**src/rtl/iq_framer_axil_regs.sv**
```systemverilog
// AXI4-Lite register bank for the IQ framer: CTRL, LEN, a saturating frame COUNT and SCRATCH.
// Write address and data are buffered independently and commit together into a single write response.
module iq_framer_axil_regs #(
    parameter int C_S_AXI_DATA_WIDTH = 32,
    parameter int C_S_AXI_ADDR_WIDTH = 4
) (
    input  logic                              s00_axi_aclk,
    input  logic                              s00_axi_areset,
    input  logic [C_S_AXI_ADDR_WIDTH-1:0]     s00_axi_awaddr,
    input  logic [2:0]                        s00_axi_awprot,
    input  logic                              s00_axi_awvalid,
    output logic                              s00_axi_awready,
    input  logic [C_S_AXI_DATA_WIDTH-1:0]     s00_axi_wdata,
    input  logic [C_S_AXI_DATA_WIDTH/8-1:0]   s00_axi_wstrb,
    input  logic                              s00_axi_wvalid,
    output logic                              s00_axi_wready,
    output logic [1:0]                        s00_axi_bresp,
    output logic                              s00_axi_bvalid,
    input  logic                              s00_axi_bready,
    input  logic [C_S_AXI_ADDR_WIDTH-1:0]     s00_axi_araddr,
    input  logic [2:0]                        s00_axi_arprot,
    input  logic                              s00_axi_arvalid,
    output logic                              s00_axi_arready,
    output logic [C_S_AXI_DATA_WIDTH-1:0]     s00_axi_rdata,
    output logic [1:0]                        s00_axi_rresp,
    output logic                              s00_axi_rvalid,
    input  logic                              s00_axi_rready,
    output logic                              frame_enable,
    output logic [15:0]                       frame_len,
    input  logic                              frame_done
);

    localparam logic [1:0] RESP_OKAY   = 2'b00;
    localparam logic [1:0] RESP_SLVERR = 2'b10;
    localparam logic [1:0] IDX_CTRL    = 2'd0;
    localparam logic [1:0] IDX_LEN     = 2'd1;
    localparam logic [1:0] IDX_COUNT   = 2'd2;
    localparam logic [1:0] IDX_SCRATCH = 2'd3;

    logic        aw_held;
    logic [1:0]  aw_idx_q;
    logic        w_held;
    logic [31:0] w_data_q;
    logic [3:0]  w_strb_q;
    logic [31:0] count_q;
    logic [31:0] scratch_q;

    logic        aw_hs;
    logic        w_hs;
    logic        ar_hs;
    logic        commit;
    logic        clear_count;
    logic [1:0]  wr_idx;
    logic [31:0] wr_data;
    logic [3:0]  wr_strb;
    logic [31:0] wr_bmask;
    logic [31:0] rd_word;
    logic        unused_bits;

    assign unused_bits = ^{s00_axi_awprot, s00_axi_arprot, s00_axi_awaddr[1:0], s00_axi_araddr[1:0]};

    assign s00_axi_awready = !aw_held && !s00_axi_bvalid;
    assign s00_axi_wready  = !w_held && !s00_axi_bvalid;
    assign s00_axi_arready = !s00_axi_rvalid;
    assign s00_axi_rresp   = RESP_OKAY;

    // Each half of a write may come from its holding register or from this cycle's handshake.
    always_comb begin
        aw_hs       = s00_axi_awvalid && s00_axi_awready;
        w_hs        = s00_axi_wvalid && s00_axi_wready;
        ar_hs       = s00_axi_arvalid && s00_axi_arready;
        wr_idx      = aw_held ? aw_idx_q : s00_axi_awaddr[3:2];
        wr_data     = w_held ? w_data_q : s00_axi_wdata;
        wr_strb     = w_held ? w_strb_q : s00_axi_wstrb;
        commit      = (aw_held || aw_hs) && (w_held || w_hs);
        clear_count = commit && (wr_idx == IDX_CTRL) && wr_strb[0] && wr_data[1];
        for (int i = 0; i < 4; i++) begin
            wr_bmask[i*8 +: 8] = {8{wr_strb[i]}};
        end
    end

    always_comb begin
        rd_word = '0;
        case (s00_axi_araddr[3:2])
            IDX_CTRL:    rd_word = {31'd0, frame_enable};
            IDX_LEN:     rd_word = {16'd0, frame_len};
            IDX_COUNT:   rd_word = count_q;
            IDX_SCRATCH: rd_word = scratch_q;
            default:     rd_word = '0;
        endcase
    end

    always_ff @(posedge s00_axi_aclk) begin
        if (s00_axi_areset) begin
            aw_held        <= 1'b0;
            aw_idx_q       <= '0;
            w_held         <= 1'b0;
            w_data_q       <= '0;
            w_strb_q       <= '0;
            s00_axi_bvalid <= 1'b0;
            s00_axi_bresp  <= RESP_OKAY;
        end else if (commit) begin
            aw_held        <= 1'b0;
            w_held         <= 1'b0;
            s00_axi_bvalid <= 1'b1;
            s00_axi_bresp  <= (wr_idx == IDX_COUNT) ? RESP_SLVERR : RESP_OKAY;
        end else begin
            if (aw_hs) begin
                aw_held  <= 1'b1;
                aw_idx_q <= s00_axi_awaddr[3:2];
            end
            if (w_hs) begin
                w_held   <= 1'b1;
                w_data_q <= s00_axi_wdata;
                w_strb_q <= s00_axi_wstrb;
            end
            if (s00_axi_bvalid && s00_axi_bready) begin
                s00_axi_bvalid <= 1'b0;
            end
        end
    end

    // COUNT is read-only over the bus, so a committed write to it changes nothing here.
    always_ff @(posedge s00_axi_aclk) begin
        if (s00_axi_areset) begin
            frame_enable <= 1'b0;
            frame_len    <= 16'h0100;
            scratch_q    <= '0;
        end else if (commit) begin
            case (wr_idx)
                IDX_CTRL: begin
                    if (wr_strb[0]) begin
                        frame_enable <= wr_data[0];
                    end
                end
                IDX_LEN:     frame_len <= (frame_len & ~wr_bmask[15:0]) | (wr_data[15:0] & wr_bmask[15:0]);
                IDX_SCRATCH: scratch_q <= (scratch_q & ~wr_bmask) | (wr_data & wr_bmask);
                default: ;
            endcase
        end
    end

    always_ff @(posedge s00_axi_aclk) begin
        if (s00_axi_areset || clear_count) begin
            count_q <= '0;
        end else if (frame_done && (count_q != 32'hFFFF_FFFF)) begin
            count_q <= count_q + 32'd1;
        end
    end

    always_ff @(posedge s00_axi_aclk) begin
        if (s00_axi_areset) begin
            s00_axi_rvalid <= 1'b0;
            s00_axi_rdata  <= '0;
        end else if (ar_hs) begin
            s00_axi_rvalid <= 1'b1;
            s00_axi_rdata  <= rd_word;
        end else if (s00_axi_rvalid && s00_axi_rready) begin
            s00_axi_rvalid <= 1'b0;
        end
    end

endmodule

```
**config.mk**
```make
export PLATFORM = sky130hd
export DESIGN_NAME = iq_framer_axil_regs
export DESIGN_NICKNAME = d
export VERILOG_FILES = /design/src/rtl/iq_framer_axil_regs.sv
export SDC_FILE = /design/constraint.sdc
export NUM_CORES = 1
export LEC_CHECK = 0
export BUFFER_PORTS_ARGS = -buffer_cell sky130_fd_sc_hd__buf_2
export CAP_MARGIN = 10
export CORE_MARGIN = 4
export CORE_UTILIZATION = 55
export CTS_BUF_LIST = sky130_fd_sc_hd__clkbuf_4
export CTS_CLUSTER_DIAMETER = 200
export CTS_CLUSTER_SIZE = 16
export DETAILED_ROUTE_END_ITERATION = 16
export GPL_TIMING_DRIVEN = 0
export PLACE_DENSITY = 0.75
export SLEW_MARGIN = 20
export SYNTH_ARGS = -nofsm -noshare
export SYNTH_HDL_FRONTEND = slang
export SYNTH_SLANG_ARGS = --single-unit
```
**constraint.sdc**
```tcl
create_clock -name s00_axi_aclk -period 2.4 [get_ports s00_axi_aclk]
set_clock_uncertainty 0.05 [all_clocks]
set_input_delay 0.24 -clock s00_axi_aclk [delete_from_list [all_inputs] [get_ports s00_axi_aclk]]
set_output_delay 0.24 -clock s00_axi_aclk [all_outputs]
set_load 0.02 [all_outputs]
```
==> results of run 1 <==
## final cells by class
cell class                      count  area (um2)
Timing Repair Buffer              144         941
Buffer                             57         317
Tap cell                          168         210
Clock buffer                       18         135
Fill cell                         998        3750
Sequential cell                   156        3120
Multi-Input combinational cell    558        3520
Inverter                           10        37.5
Clock inverter                     14         176
## cells by family after synthesis
group | Yosys count
buf+inv | 69
flops | 156
simple gates | 293
xor+xnor | 1
mux | 70
compound gates | 190
other cells | 1
fa+ha+maj | 1
## synthesized netlist by cell type (6+ instances only)
cell type and instances:
a211oi_2 8, a21oi_1 69, a221oi_1 15, buf_6 9, nor2_1 93, nand4_1 12
nor4_4 6, or3_1 27, nor3_1 21, clkbuf_1 32, nand2_1 96, dfxtp_1 156
mux2_2 27, inv_1 10, a22oi_1 16, o21ai_0 21, o21ai_1 9, buf_2 7
a211oi_1 39, buf_4 6, mux2i_1 39, nand3_1 11
## worst paths after layout
check                                      from  cells after the start               end
worst max-delay path                 count_q[1]                      6       count_q[20]
worst min register to register     w_data_q[24]                      2      w_data_q[24]
worst min-delay path            s00_axi_arvalid                      4  s00_axi_rdata[2]
worst max register to register       count_q[1]                      6       count_q[20]
## routing by layer
metal / vias up / track usage [%] / part of all wire [%]
li1: 3139 / - / -
met1: 3135 / 34.4 / 42
met2: 249 / 46.0 / 49
met3: 46 / 4.77 / 6.3
met4: 0 / 10.8 / 2.7
met5: - / 0 / 0
## critical path: stages, from the launching register on
cell and delay, ns:
dfxtp_1 0.45, ha_1 0.26, nand4_1 0.24, nor4_2 0.50, nand4_1 0.19, or3_1 0.35, a21oi_1 0.16
## layout by cell type, fill, tap and decap left out, types with 12 or more instances in the layout
cell	n
o21ai_0	21
a22oi_1	16
nand4_1	12
nand2_1	96
mux2i_1	39
dlygate4sd3_1	44
nor3_1	21
nor2_1	93
clkbuf_4	19
dfxtp_1	156
a221oi_1	15
or3_1	27
clkbuf_1	31
a21oi_1	69
buf_2	106
mux2_2	27
a211oi_1	39
## power breakdown
part	switching (mW)	internal, mW
registers	0.0610	2.68
logic	0.475	0.312
clock network	0.909	0.823
## metrics by stage
step / hold WS (ns) / worst slack, ns / power, mW / cells / utilization (%)
2_1_floorplan: 0.290 / 0.496 / 3.29 / 783 / -
3_3_place_gp: 0.378 / 0.139 / 3.49 / 1051 / 63.1
3_5_place_dp: 0.389 / 0.0863 / 3.52 / 1051 / 63.1
4_1_cts: 0.114 / 0.0754 / 5.27 / 1126 / 69.2
5_1_grt: 0.180 / -0.0572 / 5.49 / 1125 / 69.3
6_report: 0.169 / 0.127 / 5.26 / 1125 / 69.3
## repair_timing
| action | in CTS | in global routing |
|---|---|---|
| hold buffers | 44 | 0 |
| endpoints found under the hold margin | 56 | 0 |
| resized for setup | 0 | 2 |
| endpoints found under the setup margin | 1 | 27 |
| setup buffers | 0 | 0 |
| gates cloned | 0 | 0 |
==> qor.txt, run 1 <==
Outcome: complete, no violations
Max-Slew Margin vs Limit: 33.6%
XOR/XNOR share of the synthesized area: 0.125%
# nets final: 1,003
Vias per cell: 5.84
Placed instance area: 7700 um2
Total track usage: 27.2%
Worst R2R Setup Slack: 0.13 ns
Asr flop ratio synth: 0%
CP endpoint kind: flip-flop
Critical Setup Path Class: reg2reg
Final ANT Viol Nets: 0
Hold Fails Final Rpt: 0
Post-DR wirelength/cell: 17.2 um
Area grow syn2layout: 21.1%
Mux share of post-synthesis cell area: 10.9%
Pins Over Slew Limit: 0
Number of synthesized register bits: 156
Number of synthesized flops with an enable pin: 0
Buffers on Ports: 100
Initial antenna violation count: 0
Design area: 8460 um2
Yosys cell types: 57
WP data required: 2.83 ns
# diodes: 0
F_max: 440 MHz
Pin slew with the least headroom to its limit: 0.969 ns
TNS Setup: 0 ns
Simple-Gate Fraction of Synth Area: 20.9%
Post-synthesis sequential area ratio: 44.7%
CTS tree: yes
Post-synthesis adder-cell area fraction: 0.179%
CP Launch Type: flip-flop
Period utilization: 94.7%
Synth warn: 0
Synth area leaders: dfxtp_1, mux2i_1, nand2_1
Core area: 12,200 um2
Clk root buf: clkbuf_4
Number of global-route vias before repair: 6,357
Syn_area_per_cell: 8.95 um2
Clk buf depth: 2
Top cell type's share of synthesized area: 44.7%
Largest family of logic cells by synthesized area: simple AND/OR/NAND/NOR gates
Global-route wire length before repair: 31.6 mm
Area fraction in compound gates after synthesis: 18.0%
Largest net degree at the start of global routing: 20
Via count: 6,569
Clock Latency Late Sink: 0.55 ns
Share of cells above drive strength 1: 21.7%
Die ar.: 14,600 um2
Peak supply drop: 0.413 mV
H-tree depth: 4
Pwr dens: 622 nW/um2
CP max FO: 5
CTS sink cnt: 156
Drt pass-1 iters: 5
Starting DRT DRC Count: 502
Initial Utilization: 57.2%
Die Wd: 121 um
Final min period: 2.27 ns
Cell taking the most area after synthesis: dfxtp_1
Total CTS buffers: 17
Row count: 40
Max Cap Viol: 0
Total grt overflow: 0
Hold Path Class: in2reg
Pleak: 3.11 nW
I/O pin cnt: 116
Clk slew on worst S/H paths: 0.12 ns
DR DRC count: 0
Post-Syn Area: 6990 um2
Routed wire length: 19.4 mm
Gpl congestion: 0.897
Top_reg_cell synth: dfxtp_1
Die Span Y: 121 um
RSZ-0062 raised after global routing: yes
DPL Wire Length: 14.5 mm
Setup violators final: 0
Gate Count Post-Synth: 781
CP Data Arrival Time: 2.70 ns
(Power assumes the default switching activity.)
==> inputs of run 2 (changes only) <==
PLACE_DENSITY = default   (was 0.75)
PLACE_DENSITY_LB_ADDON = 0.1   (was default)
clock period = 2.7 ns   (was 2.4 ns; I/O delays follow)
==> run 2 against run 1 <==
- first-iteration DRC count grew 13%
- sequential share of layout area grew 0.35 points
- sequential cell count is the same
- largest power group unchanged
==> qor.txt, run 2 (synthesized netlist as in run 1, its figures left out) <==
Outcome: complete, no violations
FF-to-FF Start: count_q[7]
TNS Setup: 0 ns (unchanged)
Total track usage: 27.5% (+0.29 points)
Hold Path Sink: s00_axi_rdata[2]
Clock group share of total power: 28.5% (-4.4 points)
Internal power: 3.12 mW (-18%)
Combinational fraction of design power: 16.1% (+1.1 points)
Pins Over Slew Limit: 0 (unchanged)
Pleak: 3.09 nW (-0.78%)
Hold Fails Final Rpt: 0 (unchanged)
Buffers on Ports: 100 (unchanged)
# nets final: 1,005 (+0.20%)
Die Span Y: 121 um (unchanged)
CP max stage cell: buf_1
Die ar.: 14,600 um2 (unchanged)
Number of global-route vias before repair: 6,281 (-1.2%)
Vias per cell: 5.80 (-0.72%)
CP max FO: 10 (+5)
Setup violators final: 0 (unchanged)
Filler Cell Count: 1,012 (+1.4%)
Hold depth: 4 (unchanged)
Gpl congestion: 0.907 (+1.1%)
Row count: 40 (unchanged)
Share of cells above drive strength 1: 21.4% (-0.36 points)
Total grt overflow: 0 (unchanged)
Crit-path cells: buf_2, buf_1, nor2_1, buf_2
Hold Startpoint: s00_axi_arvalid
Critical Setup Path Class: reg2out
CTS tree: yes
Hold Path Class: in2reg
CP Launch Type: flip-flop
Post-DR wirelength/cell: 17.5 um (+1.7%)
Pwr dens: 525 nW/um2 (-16%)
CP Data Arrival Time: 2.13 ns (-0.57 ns)
Commonest cells after routing, fill and taps aside: dfxtp_1, buf_2, nand2_1, nor2_1, a21oi_1
Slowest stage delay, CP: 0.58 ns (+0.08 ns)
Starting DRT DRC Count: 567 (+13%)
DPL Wire Length: 14.2 mm (-2.1%)
Core area: 12,200 um2 (unchanged)
Clk buf depth: 2 (unchanged)
Global-route wire length before repair: 31.7 mm (+0.13%)
Largest delay contributor family on the critical path: buffers and inverters
Peak supply drop: 0.352 mV (-15%)
Clock Latency Late Sink: 0.57 ns (+0.02 ns)
Area grow syn2layout: 19.9%
Core Util, Final: 68.6% (-0.66 points)
Final ANT Viol Nets: 0 (unchanged)
Post-Layout Cell Count: 1,128 (+0.27%)
Initial Utilization: 57.2% (unchanged)
RSZ-0062 raised after global routing: no
Drt pass-1 iters: 5 (unchanged)
Clk root buf: clkbuf_4
DR DRC count: 0 (unchanged)
Max-Slew Margin vs Limit: 36.5% (+2.9 points)
Total CTS buffers: 17 (unchanged)
Buf/Inv on CP: 3 (+3)
Sw frac: 29.0% (+1.5 points)
Pin slew with the least headroom to its limit: 0.927 ns (-0.0423 ns)
Net Switching: 1.27 mW (-12%)
Period utilization: 90.9%
Sequential share of power: 55.4% (+3.3 points)
Largest net degree at the start of global routing: 17 (-15%)
Worst R2R Setup Slack: 0.46 ns (+0.33 ns)
Post_cts resized: 0 (unchanged)
H-tree depth: 4 (unchanged)
Max Cap Viol: 0 (unchanged)
I/O pin cnt: 116 (unchanged)
Clk slew on worst S/H paths: 0.13 ns (about the same)
Die Wd: 121 um (unchanged)
CP endpoint kind: primary output
Most common cell after layout, fill and taps aside: dfxtp_1
Dpl cells: 1,051 (unchanged)
Initial antenna violation count: 0 (unchanged)
Routed wire length: 19.8 mm (+2.0%)
WP data required: 2.38 ns (-0.45 ns)
Most frequent CP cell: buf_2
Via count: 6,539 (-0.46%)
R2R depth: 8 (+2)
FF-to-FF End: count_q[2]
F_max: 408 MHz
CTS sink cnt: 156 (unchanged)
Final min period: 2.45 ns
==> run 2: power groups by stage <==
stage	logic (mW)	clock network [mW]	registers, mW
finish	0.708	1.26	2.43
global route	0.767	1.37	2.44
CTS	0.700	1.27	2.43
detailed placement	0.649	0	2.48
global placement	0.631	0	2.48
floorplan	0.417	0	2.51
==> run 2: worst register-to-register path, stage by stage, from the launching register on <==
cell     delay, ns
dfxtp_1       0.49
nand4_2       0.25
nor4_1        0.36
and4b_1       0.23
buf_2         0.25
buf_6         0.18
buf_6         0.16
nor2_1        0.06
nor3_1        0.15
==> run 2: per-stage QoR <==
stage | hold slack [ns] | cell area [um2] | total power [mW] | worst slack (ns)
after floorplan | 0.320 | 6990 | 2.93 | 0.796
after global placement | 0.391 | 7700 | 3.11 | 0.436
after detailed placement | 0.396 | 7700 | 3.13 | 0.386
after CTS | 0.138 | 8380 | 4.40 | 0.201
after global routing | 0.222 | 8380 | 4.58 | 0.0997
final | 0.177 | 8380 | 4.40 | 0.246
==> run 2: how the worst max path moves through the flow <==
| stage | endpoint | cells after the start | from |
|---|---|---|---|
| after floorplan | flip-flop | 7 | s00_axi_bvalid |
| after global placement | s00_axi_rdata[27] | 7 | s00_axi_araddr[2] |
| after detailed placement | s00_axi_rdata[27] | 7 | s00_axi_araddr[2] |
| after CTS | s00_axi_wready | 4 | w_held |
| after global routing | s00_axi_wready | 4 | w_held |
| final | s00_axi_wready | 4 | w_held |
==> run 2: routing by layer <==
| layer | vias to the layer above | part of all wire, % | track usage, % |
|---|---|---|---|
| met1 | 3127 | 44 | 34.4 |
| met4 | 0 | 2.6 | 11.3 |
| met3 | 47 | 5.3 | 4.86 |
| met2 | 227 | 49 | 46.8 |
| li1 | 3138 | - | - |
| met5 | - | 0 | 0 |
==> run 2: cell type report <==
type	instances	area (um2)	share of cell area, %
plain buffers	59	322	3.84
multi-input cells	558	3510	41.9
inverters	10	37.5	0.448
diodes	1	2.50	0.0299
flip-flops and latches	156	3120	37.3
clock buffers	20	150	1.79
clock inverters	12	80.1	0.956
well taps	168	210	2.51
repair buffers	144	941	11.2
==> run 2: timing repair <==
item	CTS	global route
endpoints found under the hold margin	51	0
buffers inserted	0	0
hold buffers	44	0
